`config.mk`:
```
export PLATFORM = sky130hd
export DESIGN_NAME = adder_share_arb
export DESIGN_NICKNAME = d
export VERILOG_FILES = /design/src/rtl/adder_share_arb.sv
export SDC_FILE = /design/constraint.sdc
export NUM_CORES = 1
export LEC_CHECK = 0
export CORE_MARGIN = 3
export CORE_UTILIZATION = 45
export DETAILED_ROUTE_END_ITERATION = 10
export GPL_TIMING_DRIVEN = 0
export PLACE_DENSITY = 0.8
export SLEW_MARGIN = 20
export SYNTH_ARGS = -nofsm -noshare
export SYNTH_HDL_FRONTEND = slang
export SYNTH_SLANG_ARGS = --single-unit
```
`constraint.sdc`:
```
create_clock -name clk -period 2.15 [get_ports clk]
set_clock_uncertainty 0.1 [all_clocks]
set_input_delay 0.43 -clock clk [delete_from_list [all_inputs] [get_ports clk]]
set_output_delay 0.43 -clock clk [all_outputs]
set_load 0.01 [all_outputs]
```
`src/rtl/adder_share_arb.sv`:
```
// adder_share_arb: NREQ requesters share a single registered WIDTH-bit adder.
// A transaction is accepted in IDLE, summed in CALC and presented in RESP
// until the consumer takes it.
// Build option: define ADDER_SHARE_ARB_RR_EN for round-robin arbitration;
// when it is left undefined the lowest-indexed valid requester always wins.

module adder_share_arb #(
    parameter int NREQ  = 4,
    parameter int WIDTH = 8
) (
    input  logic                  clk,
    input  logic                  reset,
    input  logic [NREQ-1:0]       req_valid,
    output logic [NREQ-1:0]       req_ready,
    input  logic [NREQ*WIDTH-1:0] req_a,
    input  logic [NREQ*WIDTH-1:0] req_b,
    output logic                  rsp_valid,
    input  logic                  rsp_ready,
    output logic [2:0]            rsp_id,
    output logic [WIDTH:0]        rsp_sum,
    output logic [15:0]           ops_count
);

    typedef enum logic [1:0] {
        IDLE = 2'd0,
        CALC = 2'd1,
        RESP = 2'd2
    } state_t;

    state_t           r_state;
    logic [WIDTH-1:0] r_a;
    logic [WIDTH-1:0] r_b;
    logic [2:0]       r_id;
    logic [WIDTH:0]   r_sum;
    logic             r_rsp_valid;
    logic [15:0]      r_ops_count;

    logic [NREQ-1:0]  w_grant;
    logic [2:0]       w_grant_idx;
    logic             w_grant_any;
    logic             w_accept;
    logic [WIDTH-1:0] w_sel_a;
    logic [WIDTH-1:0] w_sel_b;

`ifdef ADDER_SHARE_ARB_RR_EN
    logic [2:0]       r_ptr;

    // Round-robin search: the first valid requester at or after the pointer wins.
    always_comb begin
        w_grant     = '0;
        w_grant_idx = '0;
        w_grant_any = 1'b0;
        for (int k = 0; k < NREQ; k++) begin
            for (int j = 0; j < NREQ; j++) begin
                if (!w_grant_any && req_valid[j] &&
                    ((int'(r_ptr) + k == j) || (int'(r_ptr) + k == j + NREQ))) begin
                    w_grant_any = 1'b1;
                    w_grant[j]  = 1'b1;
                    w_grant_idx = 3'(j);
                end
            end
        end
    end

    // Move the pointer just past the winner, but only when a request is taken.
    always_ff @(posedge clk) begin
        if (reset) begin
            r_ptr <= '0;
        end else if (w_accept) begin
            if (w_grant_idx == 3'(NREQ - 1)) begin
                r_ptr <= '0;
            end else begin
                r_ptr <= w_grant_idx + 3'd1;
            end
        end
    end
`else
    // Fixed priority: the lowest-indexed valid requester wins every time.
    always_comb begin
        w_grant     = '0;
        w_grant_idx = '0;
        w_grant_any = 1'b0;
        for (int j = 0; j < NREQ; j++) begin
            if (!w_grant_any && req_valid[j]) begin
                w_grant_any = 1'b1;
                w_grant[j]  = 1'b1;
                w_grant_idx = 3'(j);
            end
        end
    end
`endif

    // The grant can only be offered while the adder is idle; in the same cycle
    // the requester sees it, so this path stays combinational from the state.
    assign req_ready = (r_state == IDLE) ? w_grant : '0;
    assign w_accept  = |(req_valid & req_ready);

    // Steer the granted requester's operands toward the capture registers.
    always_comb begin
        w_sel_a = '0;
        w_sel_b = '0;
        for (int j = 0; j < NREQ; j++) begin
            if (w_grant[j]) begin
                w_sel_a = req_a[j*WIDTH +: WIDTH];
                w_sel_b = req_b[j*WIDTH +: WIDTH];
            end
        end
    end

    // Transaction FSM: capture in IDLE, add in CALC, hold the result in RESP.
    always_ff @(posedge clk) begin
        if (reset) begin
            r_state     <= IDLE;
            r_a         <= '0;
            r_b         <= '0;
            r_id        <= '0;
            r_sum       <= '0;
            r_rsp_valid <= 1'b0;
            r_ops_count <= '0;
        end else begin
            case (r_state)
                IDLE: begin
                    if (w_accept) begin
                        r_a     <= w_sel_a;
                        r_b     <= w_sel_b;
                        r_id    <= w_grant_idx;
                        r_state <= CALC;
                    end
                end
                CALC: begin
                    r_sum       <= {1'b0, r_a} + {1'b0, r_b};
                    r_rsp_valid <= 1'b1;
                    r_state     <= RESP;
                end
                RESP: begin
                    if (rsp_ready) begin
                        r_rsp_valid <= 1'b0;
                        r_state     <= IDLE;
                        if (r_ops_count != 16'hFFFF) begin
                            r_ops_count <= r_ops_count + 16'd1;
                        end
                    end
                end
                default: begin
                    r_rsp_valid <= 1'b0;
                    r_state     <= IDLE;
                end
            endcase
        end
    end

    assign rsp_valid = r_rsp_valid;
    assign rsp_id    = r_id;
    assign rsp_sum   = r_sum;
    assign ops_count = r_ops_count;

endmodule
```
# [Word level (Yosys, flattened, before mapping)]
# Cells that the tools add are included.
# W data, S select, Z words.
[word_totals] register_bits=47 in_bits=71 output_inout_bits=33 wordCells=51
[op_classes] n_addsub=2 eq_ne=5 muxes=23 n_bitwise=2 reduce_logical=12
[ops] op="$mux W8" count=8
[ops] op="$add A16 B1 Y16 const B" count=1
[ops] op="$ne A16 B16 Y1 const B" count=1
[ops] op="$add A8 B8 Y9" count=1
[ops] op="$mux W1" count=8
[ops] op="$mux W3" count=2
[ops] op="$pmux W2 S3" count=1
[ops] op="$reduce_and A2 Y1" count=3
[ops] op="$and A4 B4 Y4" count=1
[ops] op="$mux W2" count=2
[ops] op="$mux W4" count=1
[ops] op="$ne A2 B2 Y1 const B" count=2
[ops] op="$reduce_or A4 Y1" count=1
[ops] op="$logic_and A1 B1 Y1" count=3
[ops] op="$logic_not A1 Y1" count=3
[ops] op="$pmux W1 S3" count=1
[ops] op="$reduce_and A3 Y1" count=1
[ops] op="$eq A2 B1 Y1 const B" count=1
[ops] op="$eq A2 B2 Y1 const B" count=1
[ops] op="$logic_not A2 Y1" count=1
[ops] op="$not A1 Y1" count=1

# [Depth between registers and ports, before layout]
# Gate-level depths: netlist of run 1.
[logic_depth] word_depth=15 ltp_mapped=7 ltp_nobuf=7

# [Worst setup path after synthesis of run 1]
# Ideal clock, no wire load.
[synth_path] path_type="reg-to-reg" from="register r_ops_count[0] (netlist: ops_count[0])" to="register r_ops_count[11] (netlist: ops_count[11])" arrival_ns=1.671 required_ns=1.929 slack_ns=0.258 path_stages_with_launch=8 path_buffers=1 synth_period_minus_slack_ns=1.892 path_cell_list="dfxtp_1 -> ha_1 -> nand4_1 -> nor4_4 -> or2_1 -> buf_6 -> nor3_2 -> mux2_4"
[synth_via] elab_chain_len=2
[synth_rtl] item="start: declaration" line="36" text="logic [15:0] r_ops_count;"
[synth_rtl] item="start signal: assignment" line="140" text="r_ops_count <= r_ops_count + 16'd1;"
[synth_rtl] item="branches (longest 2 deep; another with $add A16 B1 Y16)"
# Several ways; the timed one is not identified.
# A chain may end at the register's enable or synchronous reset.

# [Worst setup path after layout of run 1]
[layout_path] from="input port req_valid[1]" to="output port req_ready[2]"
[layout_via] elab_chain_len=6
[layout_rtl] item="start: declaration" line="13" text="input logic [NREQ-1:0] req_valid,"
[layout_rtl] item="$logic_and A1 B1 Y1" line="84" text="if (!w_grant_any && req_valid[j]) begin"
[layout_rtl] item="$mux W1" line="84"
[layout_rtl] item="$logic_not A1 Y1" line="84"
[layout_rtl] item="$logic_and A1 B1 Y1" line="84"
[layout_rtl] item="$mux W1" line="84"
[layout_rtl] item="$mux W4" line="95" text="assign req_ready = (r_state == IDLE) ? w_grant : '0;"
[layout_rtl] item="end: declaration" line="14" text="output logic [NREQ-1:0] req_ready,"
# No other way between the ends.

==> flow_summary_export.csv, run 1 <==
group,metric,value,unit
synth,avgSynthCellArea,7.43,um^2
cells_and_area,fin_area,4260,um^2
detailed_routing,vias,3257,
worst_setup_path,critPathLaunchType,"primary input",
synth,synth_area,2960,um^2
sta,slew-limit-headroom,0.654,
synth,synth_ff_type,"dfxtp_1",
synth,netlist.area_leader.share,0.312,
detailed_routing,ant_nets,0,
detailed_routing,drtPass1Iterations,4,
placement,post-dp-hpwl,7130,um
clock_tree,clockBufferDepth,2,
synth,synth_fa_ha_area_frac,0.0449,
synth,synth_compound_area_frac,0.266,
synth,synth_top_area_cell,"dfxtp_1",
global_route,grt_pass1_wl,14900,um
cells_and_area,syn_to_final_growth,44.2,%
synth,yosys.cell_types.count,50,
clock_tree,clk_pin_slew,0.08,ns
clock_tree,h-tree-depth,2,
worst_setup_path,worstPathRequired,1.62,ns
sta,setup-violations-final,0,
pwr,peakVddDrop,0.000487,V
sta,min_period,2.09,ns
worst_setup_path,cp.arrival,1.56,ns
sta,period_share,0.974,
floorplan,die_w,87.0,um
sta,worst_slew_pin_slew,0.519,ns
job,maxCapViolations,0,
synth,ys_ff_latch,46,
hold_path,hp-class,"flop to flop",
cells_and_area,drive_gt1_frac,0.0799,
clock_tree,clkLatencyLatePin,0.29,ns
worst_setup_path,criticalPathCategory,"primary input to output port",
cells_and_area,final_nets,595,
floorplan,dieArea,7580,um^2
synth,synth_edf_count,0,
detailed_routing,routed_via_density,5.54,
detailed_routing,drt_iter0_drc,163,
synth,syn-num-nets,479,
placement,port_buffers,102,
cells_and_area,fillers,525,
global_route,overflow,0,
cells_and_area,layout_commonest_cell,"clkdlybuf4s50_1",
cells_and_area,antenna_cells,0,
placement,place_inst,575,
synth,netlist_instances,398,
run_status,status,"completed",
clock_tree,cts_tree,"built",
cells_and_area,final_cell_mix,"94 x clkdlybuf4s50_1, 44 x dfxtp_1, 42 x nand2_1, 37 x o21ai_0, 28 x inv_1",
detailed_routing,wl,8850,um
pwr,power.density,529,nW/um^2
synth,synthTopCellsByArea,"dfxtp_1 31%, o21ai_0 6.3%, a221oi_1 5.3%",
sta,slew_viol_final,0,
synth,yosysSeqAreaShare,0.312,
worst_setup_path,crit_path_max_fanout,10,
placement,dpl_cell_area,4070,um^2
clock_tree,cts_num_sinks,46,
synth,synth_top_family_by_area,"compound AO/OA/AOI/OAI gates",
global_route,grt_max_degree,13,
placement,place.gp.congestion,0.958,
worst_setup_path,crit_path_end_kind,"output port",
floorplan,rows,28,
clock_tree,root_buffer,"clkbuf_8",
detailed_routing,drc,0,
sta,hold_viol,0,
synth,muxShareOfSynthArea,0.00508,
floorplan,die_y,87.0,um
sta,rsz0062_at_grt,"false",
global_route,grt_pass1_vias,3222,
sta,fmax,477,MHz
detailed_routing,wl_per_cell,15.1,um
global_route,track_usage,0.242,
clock_tree,ctsHoldBuffers,0,
synth,ys_warn_count,0,
global_route,antenna_found_initial,0,
synth,async_reset_ff_frac,0,
pwr,leakage,1.74,nW
floorplan,pin_count,104,
cells_and_area,finalNonFillerCells,588,
clock_tree,cts_buffers,5,
floorplan,core_area,6130,um^2
floorplan,initial_utilization,0.482,
synth,synth-simple-area-share,0.251,
synth,yosys.area_share.xor_xnor,0.0385,
## critical path, cell delays in order
cell           delay [ns]
dlygate4sd2_1        0.33
clkbuf_4             0.26
nor2_1               0.07
and3_1               0.19
dlygate4sd2_1        0.28
## layer usage
metal,global-route usage,vias to the layer above,part of all wire
li1,-,1653,-
met1,0.317,1451,0.45
met4,0.0807,0,0.017
met2,0.393,136,0.47
met5,0,-,0
met3,0.0501,17,0.065
## per-stage QoR
| step | util | hold WS, ns | power [mW] | worst slack, ns | TNS, ns |
|---|---|---|---|---|---|
| finish | 0.695 | 0.361 | 2.26 | 0.0554 | 0 |
| CTS | 0.686 | 0.363 | 2.24 | 0.0102 | 0 |
| detailed placement | 0.664 | 0.349 | 1.72 | -0.774 | -8.77 |
| global placement | 0.664 | 0.342 | 1.71 | -0.813 | -8.63 |
| global route | 0.695 | 0.382 | 2.39 | 0.00907 | 0 |
| floorplan | - | 0.376 | 1.40 | 0.258 | 0 |
## cells by family (layout without fill, tap and decap cells)
group | Yosys count | count (layout)
buffers and inverters | 59 | 174
muxes | 1 | 1
xor gates and xnor gates | 13 | 13
adders and majority gates | 10 | 10
and+or+nand+nor | 144 | 144
DFF | 46 | 46
other | 1 | 1
AOI/OAI and AO/OA | 124 | 124
## flip-flops by register name, indices dropped and copies added, names as in the netlist
register,cells
r_b,8
r_a,8
ops_count,16
r_state,2
rsp_id,2
rsp_valid,1
rsp_sum,9
## Yosys cell counts (2+ instances only)
cell and count:
nor3_1 11, xor2_1 3, a21oi_1 26, ha_1 9, o31a_1 2, a21o_1 2, inv_1 28, nor2_1 24
nand2_1 42, or3_1 3, a31oi_1 14, nand4_1 5, a221oi_1 18, nor2b_1 7, nand2b_1 2, or2_2 2
xnor2_1 10, clkbuf_1 26, nor3b_1 2, o211ai_1 2, a211oi_1 5, or4_1 4, o21bai_1 13, nand3_1 26
dfxtp_1 46, and3_1 4, o21ai_0 37, nor4b_1 2, buf_6 2
## cell type report
cell class                 instances  area, um^2  area share
timing repair buffer             109        1070       0.251
inverter                          29         109      0.0255
multi-input combinational        293        1810       0.425
clock buffer                       6        82.6      0.0194
buffer                            30         171      0.0402
sequential                        46         923       0.217
tap                               75        93.8      0.0220
## where the power goes
| part | switching (mW) | leakage (nW) | internal (mW) |
|---|---|---|---|
| clock | 0.262 | 0.0431 | 0.248 |
| combinational | 0.376 | 1.32 | 0.388 |
| sequential | 0.0469 | 0.378 | 0.935 |
## final timing paths
check | from | to | slack, ns | cells past startpoint
setup / recovery | req_valid[1] | req_ready[2] | 0.06 | 5
hold / removal | rsp_sum[0] | rsp_sum[0] | 0.36 | 2
setup reg to reg | r_a[0] | rsp_sum[4] | 0.11 | 6
hold reg to reg | rsp_sum[0] | rsp_sum[0] | 0.36 | 2
## timing repair
item                       in CTS  in global routing
buffers inserted                2                  5
setup endpoints to repair      13                 20
pin swaps                       0                  1
cloned                          0                  0
resized for setup              25                 13
Power figures use the tool's default switching activity.
==> run 2, diff against run 1 <==
--- a/config.mk
+++ b/config.mk
@@ -14,3 +14,4 @@
 export SYNTH_ARGS = -nofsm -noshare
 export SYNTH_HDL_FRONTEND = slang
 export SYNTH_SLANG_ARGS = --single-unit
+export TNS_END_PERCENT = 100
==> results of run 2 <==
Same layout as run 1: the final DEF is identical, and so are final timing and power.
==> run 3, diff against run 2 <==
--- a/config.mk
+++ b/config.mk
@@ -6,10 +6,11 @@
 export NUM_CORES = 1
 export LEC_CHECK = 0
 export CORE_MARGIN = 3
-export CORE_UTILIZATION = 45
+export CORE_UTILIZATION = 46
 export DETAILED_ROUTE_END_ITERATION = 10
+export GPL_ROUTABILITY_DRIVEN = 0
 export GPL_TIMING_DRIVEN = 0
-export PLACE_DENSITY = 0.8
+export PLACE_DENSITY = 0.82
 export SLEW_MARGIN = 20
 export SYNTH_ARGS = -nofsm -noshare
 export SYNTH_HDL_FRONTEND = slang
==> flow_summary_export.csv, run 3 (synthesis gave the netlist of run 1 again) <==
group,metric,value,unit
worst_setup_path,crit_path_end_kind,"output port",
run_status,status,"completed",
clock_tree,cts_tree,"built",
placement,port_buffers,102,
cells_and_area,layout_commonest_cell,"clkdlybuf4s50_1",
pwr,p_total,2.26,mW
worst_setup_path,cp.arrival,1.56,ns
global_route,grt_pass1_wl,14800,um
hold_path,hp-class,"flop to flop",
floorplan,initial_utilization,0.488,
global_route,grt_max_degree,20,
sta,period_share,0.972,
cells_and_area,final_nets,593,
placement,post-dp-hpwl,7110,um
detailed_routing,drtPass1Iterations,7,
global_route,overflow,0,
placement,place_inst,575,
clock_tree,root_buffer,"clkbuf_8",
clock_tree,clkLatencyLatePin,0.31,ns
sta,slew-limit-headroom,0.620,
floorplan,die_w,86.2,um
detailed_routing,routed_via_density,5.71,
worst_setup_path,rrSetupSlack,0.08,ns
clock_tree,ctsHoldBuffers,0,
worst_setup_path,crit_chain,"clkdlybuf4s50_1, nor2b_4, and3_1, clkdlybuf4s15_1",
detailed_routing,wl_per_cell,15.5,um
clock_tree,clk_pin_slew,0.08,ns
sta,worst_slew_pin_slew,0.569,ns
hold_path,holdPathStages,2,
worst_setup_path,critPathSlowestCell,"clkdlybuf4s50_1",
job,maxCapViolations,0,
floorplan,pin_count,104,
cells_and_area,syn_to_final_growth,43.3,%
worst_setup_path,critPathLaunchType,"primary input",
global_route,track_usage,0.246,
floorplan,core_area,6060,um^2
cells_and_area,finalNonFillerCells,587,
cells_and_area,drive_gt1_frac,0.0684,
clock_tree,cts_buffers,5,
sta,fin_hold_ws,0.350,ns
worst_setup_path,cpPeakStageDelay,0.53,ns
detailed_routing,ant_nets,0,
worst_setup_path,reg2reg_to,"ops_count[11]",
detailed_routing,vias,3351,
clock_tree,h-tree-depth,2,
hold_path,min-delay-start,"rsp_sum[4]",
worst_setup_path,criticalPathCategory,"primary input to output port",
worst_setup_path,worstReg2RegStart,"ops_count[0]",
floorplan,die_y,86.2,um
worst_setup_path,r2r_cells,7,
sta,hold_viol,0,
global_route,busiest_layer,"met2",
detailed_routing,drt_iter0_drc,156,
global_route,grt_util_met3,0.0432,
clock_tree,cts_num_sinks,46,
global_route,grt_use_met2,0.412,
floorplan,dieArea,7420,um^2
hold_path,min_to,"rsp_sum[4]",
worst_setup_path,worstPathRequired,1.62,ns
detailed_routing,drc,0,
sta,tns,0,ns
pwr,peakVddDrop,0.000371,V
sta,slew_viol_final,0,
cells_and_area,fillers,531,
pwr,power.density,534,nW/um^2
worst_setup_path,cp_num_buf_inv,2,
cells_and_area,largest_reg_flops,16,
worst_setup_path,crit_path_max_fanout,3,
pwr,leakage,1.71,nW
detailed_routing,wl,9110,um
sta,min_period,2.09,ns
global_route,grt_pass1_vias,3228,
sta,setup-violations-final,0,
cells_and_area,antenna_cells,0,
global_route,grtUsageMet1,0.323,
global_route,antenna_found_initial,0,
clock_tree,clockBufferDepth,2,
worst_setup_path,crit_family,"buffers and inverters",
sta,fmax,478,MHz
floorplan,rows,28,
cells_and_area,final_cell_mix,"96 x clkdlybuf4s50_1, 46 x dfxtp_1, 42 x nand2_1, 37 x o21ai_0, 28 x inv_1",
run 3: worst max path at each step:
stage	startpoint	endpoint	slack, ns	cells after the start
after detailed placement	req_valid[2]	req_ready[2]	-0.79	5
after CTS	req_valid[0]	req_ready[0]	0.02	4
after global routing	r_a[0]	rsp_sum[8]	-0.04	7
after global placement	req_valid[2]	req_ready[2]	-0.79	5
after floorplan	ops_count[0]	ops_count[11]	0.26	7
final	req_valid[3]	req_ready[3]	0.06	4
run 3: timing repair:
item	4_1_cts	5_1_grt
resized for setup	23	9
setup buffers	3	3
endpoints found under the setup margin	8	18
pin swaps	0	1
run 3: stage by stage:
stage               instance area, um^2  setup WS [ns]   util
finish                             4230         0.0597  0.699
floorplan                          2960          0.258      -
CTS                                4210         0.0234  0.694
global placement                   4070         -0.792  0.672
global route                       4230        -0.0357  0.699
detailed placement                 4070         -0.793  0.672
run 3: final cells by class:
class / count / area (um^2) / area share
Sequential cell: 46 / 921 / 0.217
Buffer: 29 / 163 / 0.0384
Clock buffer: 7 / 76.3 / 0.0180
Tap cell: 75 / 93.8 / 0.0222
Inverter: 29 / 111 / 0.0263
Multi-Input combinational cell: 293 / 1810 / 0.428
Timing Repair Buffer: 108 / 1060 / 0.249
run 3: where the power goes:
| part | total [mW] | internal, mW | switching (mW) |
|---|---|---|---|
| Clock | 0.505 | 0.224 | 0.281 |
| Combinational | 0.769 | 0.388 | 0.382 |
| Sequential | 0.988 | 0.934 | 0.0537 |
| Total | 2.26 | 1.55 | 0.717 |
run 3: tightest hold or removal path, cell delays in order, from the launching register on:
cell	delay, ns
dfxtp_1	0.31
nand2_1	0.05
a21oi_1	0.05
run 3: per-layer routing:
layer	up-vias	share of wire	wire, um
met3	7	0.069	633
met5	-	0	0
met1	1524	0.44	4000
met2	166	0.48	4400
met4	0	0.0086	78
li1	1654	-	-
